## src/rtl/jtmx5k_pkg.sv

```systemverilog
// Shared definitions for the sound-command queue: default geometry, IRQ
// spacing and the IRQ state encoding.
package jtmx5k_pkg;
  localparam int JTMX5K_AW      = 2;
  localparam int JTMX5K_IRQ_GAP = 4;

  typedef enum logic [1:0] {
    ST_IDLE = 2'd0,
    ST_PEND = 2'd1,
    ST_GAP  = 2'd2
  } irq_state_t;
endpackage

```

## src/rtl/jtmx5k_cmdfifo_mem.sv

```systemverilog
// Command byte storage: 2^AW x 8 array with one write port and a registered
// read port. A read of the address being written returns the incoming byte.
module jtmx5k_cmdfifo_mem
  import jtmx5k_pkg::*;
#(
  parameter int AW = JTMX5K_AW
) (
  input  logic          clk,
  input  logic          rst,
  input  logic          we,
  input  logic [AW-1:0] waddr,
  input  logic [7:0]    din,
  input  logic          re,
  input  logic [AW-1:0] raddr,
  output logic [7:0]    dout
);

  logic [7:0] r_mem [0:(1<<AW)-1];
  logic [7:0] r_dout;

  always_ff @(posedge clk) begin
    if (we) r_mem[waddr] <= din;
  end

  // Write-first forwarding lets a byte pushed into an empty queue show up as
  // the head on the very next clock.
  always_ff @(posedge clk or posedge rst) begin
    if (rst) begin
      r_dout <= 8'h00;
    end else if (re) begin
      r_dout <= (we && (waddr == raddr)) ? din : r_mem[raddr];
    end
  end

  assign dout = r_dout;

endmodule

```

## src/rtl/jtmx5k_sndcmd.sv

```systemverilog
// Main-to-sound CPU command queue with a paced interrupt: the sound CPU sees
// one IRQ per byte, separated by at least IRQ_GAP sound clock enables.
module jtmx5k_sndcmd
  import jtmx5k_pkg::*;
#(
  parameter int AW      = JTMX5K_AW,
  parameter int IRQ_GAP = JTMX5K_IRQ_GAP
) (
  input  logic        clk,
  input  logic        rst,
  input  logic        main_cen,
  input  logic        main_we,
  input  logic [7:0]  main_din,
  input  logic        snd_cen,
  input  logic        snd_rd,
  output logic [7:0]  snd_dout,
  output logic        snd_irq,
  output logic        empty,
  output logic        full,
  output logic        overflow,
  output logic [AW:0] count
);

  localparam int          GW       = (IRQ_GAP < 2) ? 1 : $clog2(IRQ_GAP + 1);
  localparam logic [AW:0] FULL_CNT = (AW+1)'(1 << AW);

  logic [AW-1:0] r_wr_ptr;
  logic [AW-1:0] r_rd_ptr;
  logic [AW:0]   r_count;
  logic          r_ovf;
  logic [GW-1:0] r_gap;
  irq_state_t    r_state;

  logic          w_empty;
  logic          w_full;
  logic          w_wr_req;
  logic          w_pop;
  logic          w_push;
  logic          w_drop;
  logic [AW:0]   w_count_nxt;
  logic          w_rd_en;
  logic [AW-1:0] w_raddr;
  irq_state_t    w_state_nxt;
  logic [GW-1:0] w_gap_nxt;

  assign w_empty  = (r_count == '0);
  assign w_full   = (r_count == FULL_CNT);
  assign w_wr_req = main_we & main_cen;
  assign w_pop    = snd_rd & snd_cen & ~w_empty;
  // A pop in the same cycle frees the slot, so a write into a full queue is
  // only dropped when nothing is being read.
  assign w_push   = w_wr_req & (~w_full | w_pop);
  assign w_drop   = w_wr_req & w_full & ~w_pop;

  assign w_count_nxt = r_count + (AW+1)'(w_push) - (AW+1)'(w_pop);

  // Refresh the head register only when a new head exists: after a pop that
  // leaves data behind, or when the first byte lands in an empty queue.
  assign w_rd_en = (w_pop & ((r_count > (AW+1)'(1)) | w_push)) | (w_push & w_empty);
  assign w_raddr = w_pop ? (r_rd_ptr + AW'(1)) : r_rd_ptr;

  jtmx5k_cmdfifo_mem #(
    .AW    (AW)
  ) u_mem (
    .clk   (clk),
    .rst   (rst),
    .we    (w_push),
    .waddr (r_wr_ptr),
    .din   (main_din),
    .re    (w_rd_en),
    .raddr (w_raddr),
    .dout  (snd_dout)
  );

  always_ff @(posedge clk or posedge rst) begin
    if (rst) begin
      r_wr_ptr <= '0;
      r_rd_ptr <= '0;
      r_count  <= '0;
      r_ovf    <= 1'b0;
    end else begin
      if (w_push) r_wr_ptr <= r_wr_ptr + AW'(1);
      if (w_pop)  r_rd_ptr <= r_rd_ptr + AW'(1);
      if (w_drop) r_ovf    <= 1'b1;
      r_count <= w_count_nxt;
    end
  end

  always_ff @(posedge clk or posedge rst) begin
    if (rst) begin
      r_state <= ST_IDLE;
      r_gap   <= '0;
    end else begin
      r_state <= w_state_nxt;
      r_gap   <= w_gap_nxt;
    end
  end

  // The gap ends on the IRQ_GAP-th sound tick after the acknowledging pop;
  // pushes in the meantime only decide whether the IRQ comes back.
  always_comb begin
    w_state_nxt = r_state;
    w_gap_nxt   = r_gap;
    case (r_state)
      ST_IDLE: begin
        if (w_count_nxt != '0) w_state_nxt = ST_PEND;
      end
      ST_PEND: begin
        if (w_pop) begin
          w_state_nxt = ST_GAP;
          w_gap_nxt   = GW'(IRQ_GAP);
        end
      end
      ST_GAP: begin
        if (snd_cen) begin
          if (r_gap <= GW'(1)) begin
            w_gap_nxt   = '0;
            w_state_nxt = (w_count_nxt != '0) ? ST_PEND : ST_IDLE;
          end else begin
            w_gap_nxt = r_gap - GW'(1);
          end
        end
      end
      default: begin
        w_state_nxt = ST_IDLE;
        w_gap_nxt   = '0;
      end
    endcase
  end

  assign snd_irq  = (r_state == ST_PEND);
  assign empty    = w_empty;
  assign full     = w_full;
  assign overflow = r_ovf;
  assign count    = r_count;

endmodule

```

## config.mk

```make
export PLATFORM = sky130hd
export DESIGN_NAME = jtmx5k_sndcmd
export DESIGN_NICKNAME = d
export VERILOG_FILES = /design/src/rtl/jtmx5k_pkg.sv /design/src/rtl/jtmx5k_cmdfifo_mem.sv /design/src/rtl/jtmx5k_sndcmd.sv
export SDC_FILE = /design/constraint.sdc
export NUM_CORES = 1
export LEC_CHECK = 0
export CORE_MARGIN = 3
export CORE_UTILIZATION = 39
export DETAILED_ROUTE_END_ITERATION = 8
export GPL_ROUTABILITY_DRIVEN = 0
export SLEW_MARGIN = 20
export SYNTH_ARGS = -nofsm -noshare
export SYNTH_HDL_FRONTEND = slang
export SYNTH_HIERARCHICAL = 1
export SYNTH_SLANG_ARGS = --single-unit
```

## constraint.sdc

```tcl
create_clock -name clk -period 2.5 [get_ports clk]
set_input_delay 0.5 -clock clk [delete_from_list [all_inputs] [get_ports clk]]
set_output_delay 0.5 -clock clk [all_outputs]
set_load 0.03 [all_outputs]
```

# Yosys cells after proc, flatten, opt, wreduce, memory -nomap -nowiden
# Memories as Yosys holds them, arrays and structs flattened. A register that Yosys moved wholly into a read port is not among the register bits.
# Cells that the tools add are included.
[word_totals]
reg_bits = 13
memories = 1
inputBits = 14
ramBits = 32
romBits = 0
output_inout_bits = 15
latch_bits = 0
[mem_list]
columns = ["name", "depth", "width", "rd", "rd_ports_with_merged_regs", "wr", "line_no", "rtl"]
rows = [
  ["u_mem.r_mem", 4, 8, 1, 1, 1, "jtmx5k_cmdfifo_mem.sv:18", "logic [7:0] r_mem [0:(1<<AW)-1];"],
]
[classes]
div_mod_pow = 0
n_shift = 0
bitwise = 15
reduce_logical = 5
mux = 13
eq_ne = 7
n_lt_le_gt_ge = 2
multipliers = 0
n_addsub = 5
[op_table]
columns = ["operator", "count"]
rows = [
  ["2-bit two-way mux", 5],
  ["3-bit two-way mux", 3],
  ["3-bit one-hot mux with 3 select lines", 1],
  ["1-bit bitwise AND", 8],
  ["2-bit != test, second input constant", 3],
  ["2-bit one-hot mux with 3 select lines", 1],
  ["2-bit by 1-bit adder with 2-bit output, second input constant", 2],
  ["1-bit NOT", 4],
  ["4-bit AND reduction", 1],
  ["3-bit by 1-bit adder with 3-bit output", 1],
  ["3-bit == test, second input constant", 1],
  ["3-bit by 1-bit > comparator with 1-bit output, second input constant", 1],
  ["3-bit by 1-bit less-or-equal comparator with 1-bit output, second input constant", 1],
  ["3-bit logical NOT", 1],
  ["1-bit two-way mux", 3],
  ["1-bit bitwise OR", 3],
  ["3-bit AND reduction", 1],
  ["3-bit nonzero test", 1],
  ["3-bit by 1-bit subtractor with 3-bit output", 1],
  ["3-bit by 1-bit subtractor with 3-bit output, second input constant", 1],
  ["2-bit by 1-bit == test with 1-bit output, second input constant", 1],
  ["2-bit == test, second input constant", 1],
  ["2-bit logical NOT", 1],
  ["2-bit by 1-bit != test with 1-bit output, second input constant", 1],
]

# Depth between registers and ports, before layout
# Gate-level depths: netlist of run 1.
[depth]
ltp_word = 12
depth_mapped = 10
depth_no_buf = 10

# Modules after synthesis
# The synthesis of run 1 kept the hierarchy.
[by_module_without_submodules]
columns = ["mod", "n_inst", "cells_per_inst", "area_per_inst_um2", "seq_area_each_um2"]
rows = [
  ["jtmx5k_cmdfifo_mem", 1, 79, 1621.6, 1161.1],
  ["jtmx5k_sndcmd", 1, 71, 773.2, 325.3],
]

# Worst setup path after synthesis of run 1
# OpenSTA, ideal clock, no wires.
[synth_timing]
kind = "flip-flop to flip-flop"
from = "reg r_count[2], in the netlist count[2]"
to = "reg r_state[1]"
n_path_buf = 0
arrival_ns = 3.546
synth_period_minus_slack_ns = 3.674
t_required_ns = 2.372
path_stages_with_launch = 11
setup_time_ns = 0.128
slack_ns = -1.174
cell_sequence = "dfrtp_1 > nor3b_1 > a21oi_1 > o21ai_0 > nand2_1 > ha_1 > fa_1 > xnor2_1 > or4b_1 > nand3_1 > mux2_1"
[synth_between]
word_cells_on_any_way = 13
cone_classes = "add/sub (2); eq/ne (3); bitwise (5); reduce/logical (3)"
[synth_lines]
columns = ["element", "line_no", "rtl"]
rows = [
  ["from (decl)", "jtmx5k_sndcmd.sv:29", "logic [AW:0] r_count;"],
  ["from (signal assigned)", "jtmx5k_sndcmd.sv:85", "r_count <= w_count_nxt;"],
  ["3-bit == test", "jtmx5k_sndcmd.sv:47", "assign w_full = (r_count == FULL_CNT);"],
  ["net full", "jtmx5k_sndcmd.sv:19", "output logic full,"],
  ["1-bit NOT", "jtmx5k_sndcmd.sv:52", "assign w_push = w_wr_req & (~w_full | w_pop);"],
  ["1-bit bitwise OR", "jtmx5k_sndcmd.sv:52", ""],
  ["1-bit bitwise AND", "jtmx5k_sndcmd.sv:52", ""],
  ["net w_push", "jtmx5k_sndcmd.sv:38", "logic w_push;"],
  ["3-bit by 1-bit adder with 3-bit output", "jtmx5k_sndcmd.sv:55", "assign w_count_nxt = r_count + (AW+1)'(w_push) - (AW+1)'(w_pop);"],
  ["3-bit by 1-bit subtractor with 3-bit output", "jtmx5k_sndcmd.sv:55", ""],
  ["net w_count_nxt[2]", "jtmx5k_sndcmd.sv:40", "logic [AW:0] w_count_nxt;"],
  ["3-bit nonzero test", "jtmx5k_sndcmd.sv:106", "if (w_count_nxt != '0) w_state_nxt = ST_PEND;"],
  ["2-bit != test (no line)", "--", ""],
  ["4-bit AND reduction (no line)", "--", ""],
  ["to (signal assigned)", "jtmx5k_sndcmd.sv:94", "r_state <= w_state_nxt;"],
  ["to (decl)", "jtmx5k_sndcmd.sv:32", "irq_state_t r_state;"],
]
# The timed path passes the listed nets, and every way through them passes these cells.
# A chain may end at the register's enable or synchronous reset.

# Final worst setup path of run 1
[layout_timing]
from = "reg r_count[0], in the netlist count[0]"
to = "reg r_state[1]"
[layout_between]
elab_chain_len = 10
word_cells_on_any_way = 13
cone_classes = "add/sub (2); eq/ne (3); bitwise (5); reduce/logical (3)"
[layout_lines]
columns = ["element", "line_no", "rtl"]
rows = [
  ["3-bit logical NOT", "jtmx5k_sndcmd.sv:46", "assign w_empty = (r_count == '0);"],
  ["1-bit NOT", "jtmx5k_sndcmd.sv:49", "assign w_pop = snd_rd & snd_cen & ~w_empty;"],
  ["1-bit bitwise AND", "jtmx5k_sndcmd.sv:49", ""],
  ["1-bit bitwise OR (*)", "jtmx5k_sndcmd.sv:52", ""],
  ["1-bit bitwise AND (*)", "jtmx5k_sndcmd.sv:52", ""],
  ["net w_push", "jtmx5k_sndcmd.sv:38", ""],
  ["3-bit by 1-bit adder with 3-bit output (*)", "jtmx5k_sndcmd.sv:55", ""],
  ["3-bit by 1-bit subtractor with 3-bit output (*)", "jtmx5k_sndcmd.sv:55", ""],
  ["net w_count_nxt[2]", "jtmx5k_sndcmd.sv:40", ""],
  ["3-bit nonzero test (*)", "jtmx5k_sndcmd.sv:106", ""],
  ["2-bit != test (no line) (*)", "--", ""],
  ["4-bit AND reduction (no line) (*)", "--", ""],
]
# Mark *: on every way through the listed nets, which the timed path passes. The rest lies on a longest branch.

==> impl_metrics.toml, run 1 <==
[die]
die_h_um = 84.36
dieArea_um2 = 7117
initial_utilization = 0.4195
coreArea_um2 = 5709
ioPinCount = 29
fp.dieW_um = 84.36
placementRows = 27

[min_path]
hold_path.class = "in -> async"

[synth]
synth_warnings = 6
synth.net_count = 173
synth-seq-cells = 53
ys.flop_type = "edfxtp_1"
synthCells = 150
syn_area_um2 = 2395
synthArstFlopShare = 0.3962
synth_edf_count = 32
syn_area_per_cell_um2 = 15.97
ys_types = 39
synth-seq-area-share = 0.6207

[drt]
first_pass_iters = 4
via_count = 1480
remaining_drc_errors = 0
drt_iter0_markers = 49
wl_per_cell_um = 16.53
wirelength_mm = 4.728
viasPerCell = 5.175
drtAntennaViolNets = 0

[timing]
setup_violations = 2
holdWs_ns = 0.4986
hold_viol = 0
max_freq_mhz = 377.7
rsz0062_at_grt = "yes"
min_period_ns = 2.648
min_period_over_period = 1.059
fin_skew_ns = 0.01061
fin_tns_setup_ns = -0.2037
fin_ws_ns = -0.1475
slew_viol_final = 0
worst_slew_pin_slew_ns = 0.5466
max_slew_margin = 0.6329

[outcome]
status = "finished, violations left"
violations = "negative setup slack"

[clock_tree]
cts.path.max_buffers = 2
cts-root-buf = "clkbuf_8"
insertion_delay_ns = 0.30
clock_sinks = 53
tritoncts = "built"
ctsHoldBuffers = 0
htree_levels = 2
cts_buffers = 5
clkTransAtPathRegs_ns = 0.10

[critical_path]
slowest_delay_ns = 0.49
cp.arrival_ns = 2.84
cp-start-kind = "flip-flop"
cp_max_fo = 3
cp.required_ns = 2.69
crit_slowest_cell = "or4b_4"
crit_path_end_kind = "flip-flop"
path_class = "reg -> reg"
crit_path_cell_trace = "nor3b_4 > a21oi_2 > o21ai_1 > nand2_1 > ha_2 > fa_2 > xnor2_1 > or4b_4 > nand3_2 > mux2_1"

[layout]
multi_input_area_um2 = 878.3
area_growth_pct = 29.62
fin_area_um2 = 3104
fill_cells = 466
regArea_um2 = 1490
final_cell_mix = "32 x edfxtp_1, 31 x buf_4, 23 x clkdlybuf4s50_1"
final_common_cell = "edfxtp_1"
final_layout_size_suffix_gt1_frac = 0.2664
nets = 236
diodes = 0

[power]
leakage_nw = 1.255
vdd_drop_max_mv = 0.8062
power.density_nw_per_um2 = 1203

[job]
maxCapViolCount = 0

[placement]
port_buffers = 28
hpwl_mm = 3.514
postPlaceCellArea_um2 = 2968

[global_routing]
grt_util_all_layers = 0.1415
antenna_found_initial = 0
gr-total-overflow = 0
grt_pass1_wl_mm = 7.997
grt_pass1_vias = 1632
grt_max_degree = 18
-- sequential cells by signal, summed over array words and instances, names as in the netlist --
| name | cells |
|---|---|
| r_state | 2 |
| overflow | 1 |
| u_mem/dout | 8 |
| r_wr_ptr | 2 |
| u_mem/r_mem | 32 |
| count | 3 |
| r_gap | 3 |
| r_rd_ptr | 2 |
-- cell usage after synthesis, types with 2 or more instances --
master    number  area share
xnor2_1        3       0.011
a221o_1        8       0.033
mux4_1         7       0.077
nor2b_1        8       0.021
buf_6          2      0.0094
mux2i_1        2      0.0084
dfrtp_1       21        0.22
o21ai_0        2      0.0042
nor2_1         4      0.0063
a21oi_1        3      0.0063
ha_1           8       0.042
a41o_1         2      0.0084
inv_1         12       0.019
nor3b_1        2      0.0063
o22ai_1        2      0.0052
xor2_1         3       0.011
edfxtp_1      32        0.40
nand2_1        8       0.013
-- timing repair --
item,in CTS,in global routing
endpoints found under the hold margin,0,0
pin swaps,3,1
cloned,0,0
gates resized for setup,8,1
setup buffers,4,1
endpoints found under the setup margin,10,2
-- final timing paths --
kind | endpoint | start | slack [ns] | cells after the start
worst min-delay path | u_mem/dout[5] | rst | 0.50 | 2
max in group asynchronous | count[2] | rst | 1.55 | 2
worst min register to register | overflow | overflow | 0.50 | 1
min in group clk | overflow | overflow | 0.50 | 1
worst max register to register | r_state[1] | count[0] | -0.15 | 10
worst max-delay path | r_state[1] | count[0] | -0.15 | 10
-- critical path: cells and delay by family, from the launching register on --
family / cells / cell delay [ns]
simple gates: 4 / 0.89
fa+ha+maj: 2 / 0.51
flops: 1 / 0.45
mux: 1 / 0.32
compound gates: 2 / 0.20
xor+xnor: 1 / 0.15
-- logic make-up after synthesis --
family                     Yosys count  synth area share
AOI/OAI and AO/OA                   27            0.1008
DFF                                 53            0.6207
and+or+nand+nor                     28           0.07001
xor gates and xnor gates             7           0.02874
adders and majority gates            9           0.05016
buffers and inverters               15           0.03030
muxes                               11           0.09927
-- per-stage QoR --
step | total power [mW] | std cells | utilization | worst slack (ns)
after global placement | 3.206 | 273 | 0.5198 | -0.5791
after floorplan | 2.529 | 150 | - | -0.4369
final | 3.733 | 286 | 0.5437 | -0.1475
after CTS | 3.764 | 285 | 0.5420 | -0.1195
after global routing | 3.981 | 286 | 0.5437 | -0.2249
after detailed placement | 3.249 | 273 | 0.5198 | -0.6841
-- per-layer routing --
metal,global-route usage,part of all wire,wire length [um],up-vias
met5,0,0,0,-
met4,0.03309,0.0030,14,0
met3,0.03238,0.025,117,2
met2,0.2561,0.54,2546,18
met1,0.1716,0.43,2049,753
li1,-,-,-,707
-- layout make-up --
class	instances	area share
clock buffers	5	0.02217
clock inverters	3	0.006852
inverters	12	0.01451
multi-input cells	82	0.2830
flip-flops and latches	53	0.4800
well taps	72	0.02902
repair buffers	59	0.1644
-- power by group --
| part | leakage [nW] | total (mW) | switching, mW | internal (mW) |
|---|---|---|---|---|
| clock | 0.0445 | 0.471 | 0.272 | 0.199 |
| combinational | 0.665 | 1.96 | 0.974 | 0.985 |
| sequential | 0.545 | 1.30 | 0.150 | 1.15 |
| total | 1.26 | 3.73 | 1.40 | 2.34 |
Note: power is estimated with default switching activity, not from simulation.
==> run 2, diff against run 1 <==
REMOVE_ABC_BUFFERS = 1   (was not set)
==> run 2 against run 1 <==
Against the previous run:
- the flow still finishes with violations (negative setup slack)
- maximum frequency is 1.1% lower
- global-route usage grew 0.99 points
- worst setup slack lost 0.031 ns
- clock-buffer cell count up 1
- critical endpoint unchanged
- largest power group unchanged
==> impl_metrics.toml, run 2 (synthesis results as in run 1) <==
[critical_path]
cp_max_fo = 3
cp.required_ns = 2.70
reg2reg_from = "count[1]"
reg2regPathDepth = 10
cp-start-kind = "flip-flop"
crit_path_end_kind = "flip-flop"
path_class = "reg -> reg"
cp.arrival_ns = 2.88
crit_start = "count[1]"

[clock_tree]
clock_sinks = 53
insertion_delay_ns = 0.30
cts_buffers = 5
tritoncts = "built"
clkTransAtPathRegs_ns = 0.09
cts.path.max_buffers = 2
cts-root-buf = "clkbuf_8"
htree_levels = 2
ctsHoldBuffers = 0

[global_routing]
antenna_found_initial = 0
grt_pass1_wl_mm = 8.252
gr-total-overflow = 0
grt_max_degree = 17
grt_pass1_vias = 1597
grt_util_all_layers = 0.1515

[die]
initial_utilization = 0.4195
die_h_um = 84.36
coreArea_um2 = 5709
placementRows = 27
dieArea_um2 = 7117
fp.dieW_um = 84.36
ioPinCount = 29

[timing]
hold_viol = 0
min_period_ns = 2.678
holdWs_ns = 0.4933
max_slew_margin = 0.6463
fin_ws_ns = -0.1781
fin_tns_setup_ns = -0.2919
worst_slew_pin_slew_ns = 0.5300
slew_viol_final = 0
min_period_over_period = 1.071
fin_skew_ns = 0.004075
setup_violations = 2
max_freq_mhz = 373.4
rsz0062_at_grt = "yes"

[power]
leakage_nw = 1.283
sw_frac_of_total = 0.3752
p_clk_frac = 0.129
internal_power_mw = 2.408
p_sw_mw = 1.446
total_power_mw = 3.854
power.density_nw_per_um2 = 1216
seqPwrFrac = 0.339
vdd_drop_max_mv = 0.5909
combPwrFrac = 0.532

[placement]
postPlaceCellArea_um2 = 2918
post-place-ws_ns = -0.7067
dp_cells = 271
port_buffers = 28
hpwl_mm = 3.494

[layout]
largest_reg_flops = 32
fill_cells = 465
fin_util = 0.5551
multi_input_area_um2 = 889.6
area_growth_pct = 32.34
regArea_um2 = 1489
final_cell_mix = "32 x buf_4, 32 x edfxtp_1, 23 x clkdlybuf4s50_1"
regMostFlops = "u_mem/r_mem"
stdcell_count = 291
diodes = 0
final_layout_size_suffix_gt1_frac = 0.2877
nets = 241
fin_area_um2 = 3169

[drt]
via_count = 1541
drtAntennaViolNets = 0
wl_per_cell_um = 17.79
viasPerCell = 5.296
first_pass_iters = 4
drt_iter0_markers = 91
remaining_drc_errors = 0
wirelength_mm = 5.176

[job]
maxCapViolCount = 0

[outcome]
status = "finished, violations left"
violations = "negative setup slack"

[min_path]
min_path_cells = 1
hold_path.class = "reg -> reg"
min_from = "overflow"
[run 2: changes by cell type in the layout (fill, tap and decap cells not counted), sizes merged]
| cell | previous run | this run |
|---|---|---|
| clkinv | 1 | 2 |
| inv | 13 | 12 |
| buf | 31 | 36 |
| clkbuf | 5 | 6 |
| dlymetal6s2s | 1 | 0 |
| clkinvlp | 1 | 0 |
| dlygate4sd2 | 4 | 5 |
[run 2: final cells by class]
class                           count  share of cell area
Clock buffer                        6             0.02606
Multi-Input combinational cell     82              0.2807
Inverter                           12             0.01421
Sequential cell                    53              0.4698
Timing Repair Buffer               64              0.1765
Tap cell                           72             0.02842
Clock inverter                      2            0.004343
[run 2: worst max-delay path: stages, from the launching register on]
cell	delay (ns)
dfrtp_2	0.45
nor3b_4	0.25
a21oi_2	0.10
o21ai_1	0.09
nand2_1	0.08
ha_2	0.20
fa_2	0.36
xnor2_1	0.15
or4b_4	0.51
nand3_4	0.08
mux2_4	0.30
[run 2: worst paths after layout]
path	endpoint	slack (ns)
worst min register to register	overflow	0.49
worst min-delay path	overflow	0.49
worst max register to register	r_state[1]	-0.18
min in group asynchronous	u_mem/dout[6]	0.51
worst max-delay path	r_state[1]	-0.18
max in group asynchronous	count[2]	1.55
[run 2: power groups by stage]
stage | clock [mW] | combinational (mW) | sequential (mW)
after floorplan | 0 | 0.949 | 1.48
after global placement | 0 | 1.85 | 1.29
after detailed placement | 0 | 1.90 | 1.30
after CTS | 0.508 | 2.00 | 1.30
after global routing | 0.560 | 2.20 | 1.33
final | 0.496 | 2.05 | 1.31
[run 2: repair_timing]
| item | CTS | global route |
|---|---|---|
| gates resized for setup | 18 | 8 |
| buffers inserted | 10 | 2 |
| pin swaps | 7 | 9 |
| endpoints found under the setup margin | 10 | 18 |
[run 2: per-layer routing]
metal | wire (um) | GRT usage | vias up
met3 | 245 | 0.03925 | 6
met4 | 51 | 0.03453 | 0
met5 | 0 | 0 | -
met1 | 2121 | 0.1818 | 776
met2 | 2757 | 0.2733 | 40
li1 | - | - | 719
==> run 3, diff against run 2 <==
==> constraint.sdc (replaced) <==
create_clock -name clk -period 2.5 [get_ports clk]
set_input_delay 0.5 -clock clk [delete_from_list [all_inputs] [get_ports clk]]
set_output_delay 0.5 -clock clk [all_outputs]
set_load 0.02 [all_outputs]
==> run 3 against run 2 <==
Against the previous run:
- the run still ends with negative setup slack left
- clock power down 0.8%
- sequential power about the same
- first-iteration DRC count unchanged
- maximum frequency up 0.67%
- flip-flop and latch count unchanged
- global-route usage unchanged
- wire length down 0.60%
- hold slack about the same
- critical path type unchanged
- largest power group unchanged
==> impl_metrics.toml, run 3 (synthesis results as in run 1) <==
[die]
initial_utilization = 0.4195
dieArea_um2 = 7117
placementRows = 27
ioPinCount = 29
coreArea_um2 = 5709
fp.dieW_um = 84.36
die_h_um = 84.36

[layout]
final_cell_mix = "32 x buf_4, 32 x edfxtp_1, 23 x clkdlybuf4s50_1"
final_layout_size_suffix_gt1_frac = 0.2877
regMostFlops = "u_mem/r_mem"
largest_reg_flops = 32
stdcell_count = 291
fill_cells = 463
diodes = 0
nets = 241
area_growth_pct = 32.50

[timing]
max_freq_mhz = 375.9
hold_viol = 0
min_period_over_period = 1.064
fin_ws_ns = -0.1603
rsz0062_at_grt = "yes"
min_period_ns = 2.660
setup_violations = 2
worst_slew_pin_slew_ns = 0.5267
max_slew_margin = 0.6485
fin_skew_ns = 0.002915
slew_viol_final = 0

[drt]
viasPerCell = 5.254
first_pass_iters = 4
wirelength_mm = 5.145
via_count = 1529
drtAntennaViolNets = 0
remaining_drc_errors = 0
drt_iter0_markers = 91
wl_per_cell_um = 17.68

[critical_path]
cp-start-kind = "flip-flop"
crit_path_cell_trace = "nor3b_4 > a21oi_2 > o21ai_1 > nand2_1 > ha_2 > fa_2 > xnor2_1 > or4b_4 > nand3_4 > mux2_4"
cp_max_fo = 3
cp.arrival_ns = 2.85
path_class = "reg -> reg"
cp.required_ns = 2.69
crit_path_end_kind = "flip-flop"
crit_slowest_cell = "or4b_4"
slowest_delay_ns = 0.51

[global_routing]
grt_max_degree = 17
antenna_found_initial = 0
grt_pass1_vias = 1597
grt_util_all_layers = 0.1515
grt_pass1_wl_mm = 8.252
gr-total-overflow = 0

[clock_tree]
insertion_delay_ns = 0.30
tritoncts = "built"
ctsHoldBuffers = 0
htree_levels = 2
clock_sinks = 53
clkTransAtPathRegs_ns = 0.09
cts.path.max_buffers = 2
cts-root-buf = "clkbuf_8"
cts_buffers = 5

[power]
leakage_nw = 1.296
vdd_drop_max_mv = 0.5785
power.density_nw_per_um2 = 1186
total_power_mw = 3.765

[min_path]
hold_path.class = "reg -> reg"

[placement]
hpwl_mm = 3.494
port_buffers = 28
dp_cells = 271
post-place-ws_ns = -0.7067

[outcome]
status = "finished, violations left"
violations = "negative setup slack"

[job]
maxCapViolCount = 0
run 3: cell types whose count changed in the layout (fill, tap and decap cells not counted):
cell	delta
dlymetal6s2s_1	+1
dlygate4sd2_1	-1
run 3: critical path: cells and delay by family (launching register included):
family | cells | cell delay (ns)
compound gates | 2 | 0.19
xor+xnor | 1 | 0.15
simple gates | 4 | 0.90
flops | 1 | 0.45
fa+ha+maj | 2 | 0.56
mux | 1 | 0.30
run 3: path summary, 6_finish.rpt:
kind | start | to | slack [ns] | cells past startpoint
worst max-delay path | count[1] | r_state[1] | -0.16 | 10
worst min-delay path | overflow | overflow | 0.49 | 1
worst max register to register | count[1] | r_state[1] | -0.16 | 10
worst min register to register | overflow | overflow | 0.49 | 1
max in group asynchronous | rst | count[2] | 1.55 | 2
min in group asynchronous | rst | u_mem/dout[3] | 0.51 | 2
run 3: area by class of cell:
| cell class | instances | area [um^2] | area share |
|---|---|---|---|
| clock inverter | 2 | 13.76 | 0.004338 |
| timing repair buffer | 64 | 563.0 | 0.1774 |
| multi-input combinational | 82 | 889.6 | 0.2804 |
| sequential | 53 | 1489 | 0.4692 |
| clock buffer | 6 | 82.58 | 0.02603 |
| inverter | 12 | 45.04 | 0.01420 |
| tap | 72 | 90.09 | 0.02839 |
run 3: metrics by stage:
stage                     hold WS, ns  area (um^2)  TNS (ns)  utilization
final                          0.4930         3173   -0.2562       0.5558
after global routing           0.5289         3173   -0.4762       0.5558
after CTS                      0.4969         3127   -0.1398       0.5477
after detailed placement       0.4685         2918    -4.093       0.5111
after global placement         0.4581         2918    -3.277       0.5111
after floorplan                0.3157         2367    -5.440            -
run 3: per-layer routing:
| metal | routed length [um] | part of all wire | vias up | global-route usage |
|---|---|---|---|---|
| met5 | 0 | 0 | - | 0 |
| met4 | 64 | 0.012 | 0 | 0.03453 |
| met3 | 264 | 0.051 | 9 | 0.03925 |
| met2 | 2738 | 0.53 | 39 | 0.2733 |
| met1 | 2077 | 0.40 | 763 | 0.1818 |
| li1 | - | - | 718 | - |
run 3: report_power, final:
group	leakage (nW)	switching, mW	total (mW)	internal (mW)
sequential	0.546	0.156	1.31	1.15
combinational	0.699	0.930	1.96	1.03
clock	0.0512	0.267	0.492	0.225
run 3: timing repair:
item / 4_1_cts / 5_1_grt
pin swaps: 7 / 9
resized for setup: 17 / 9
setup buffers: 10 / 2
setup endpoints to repair: 10 / 19
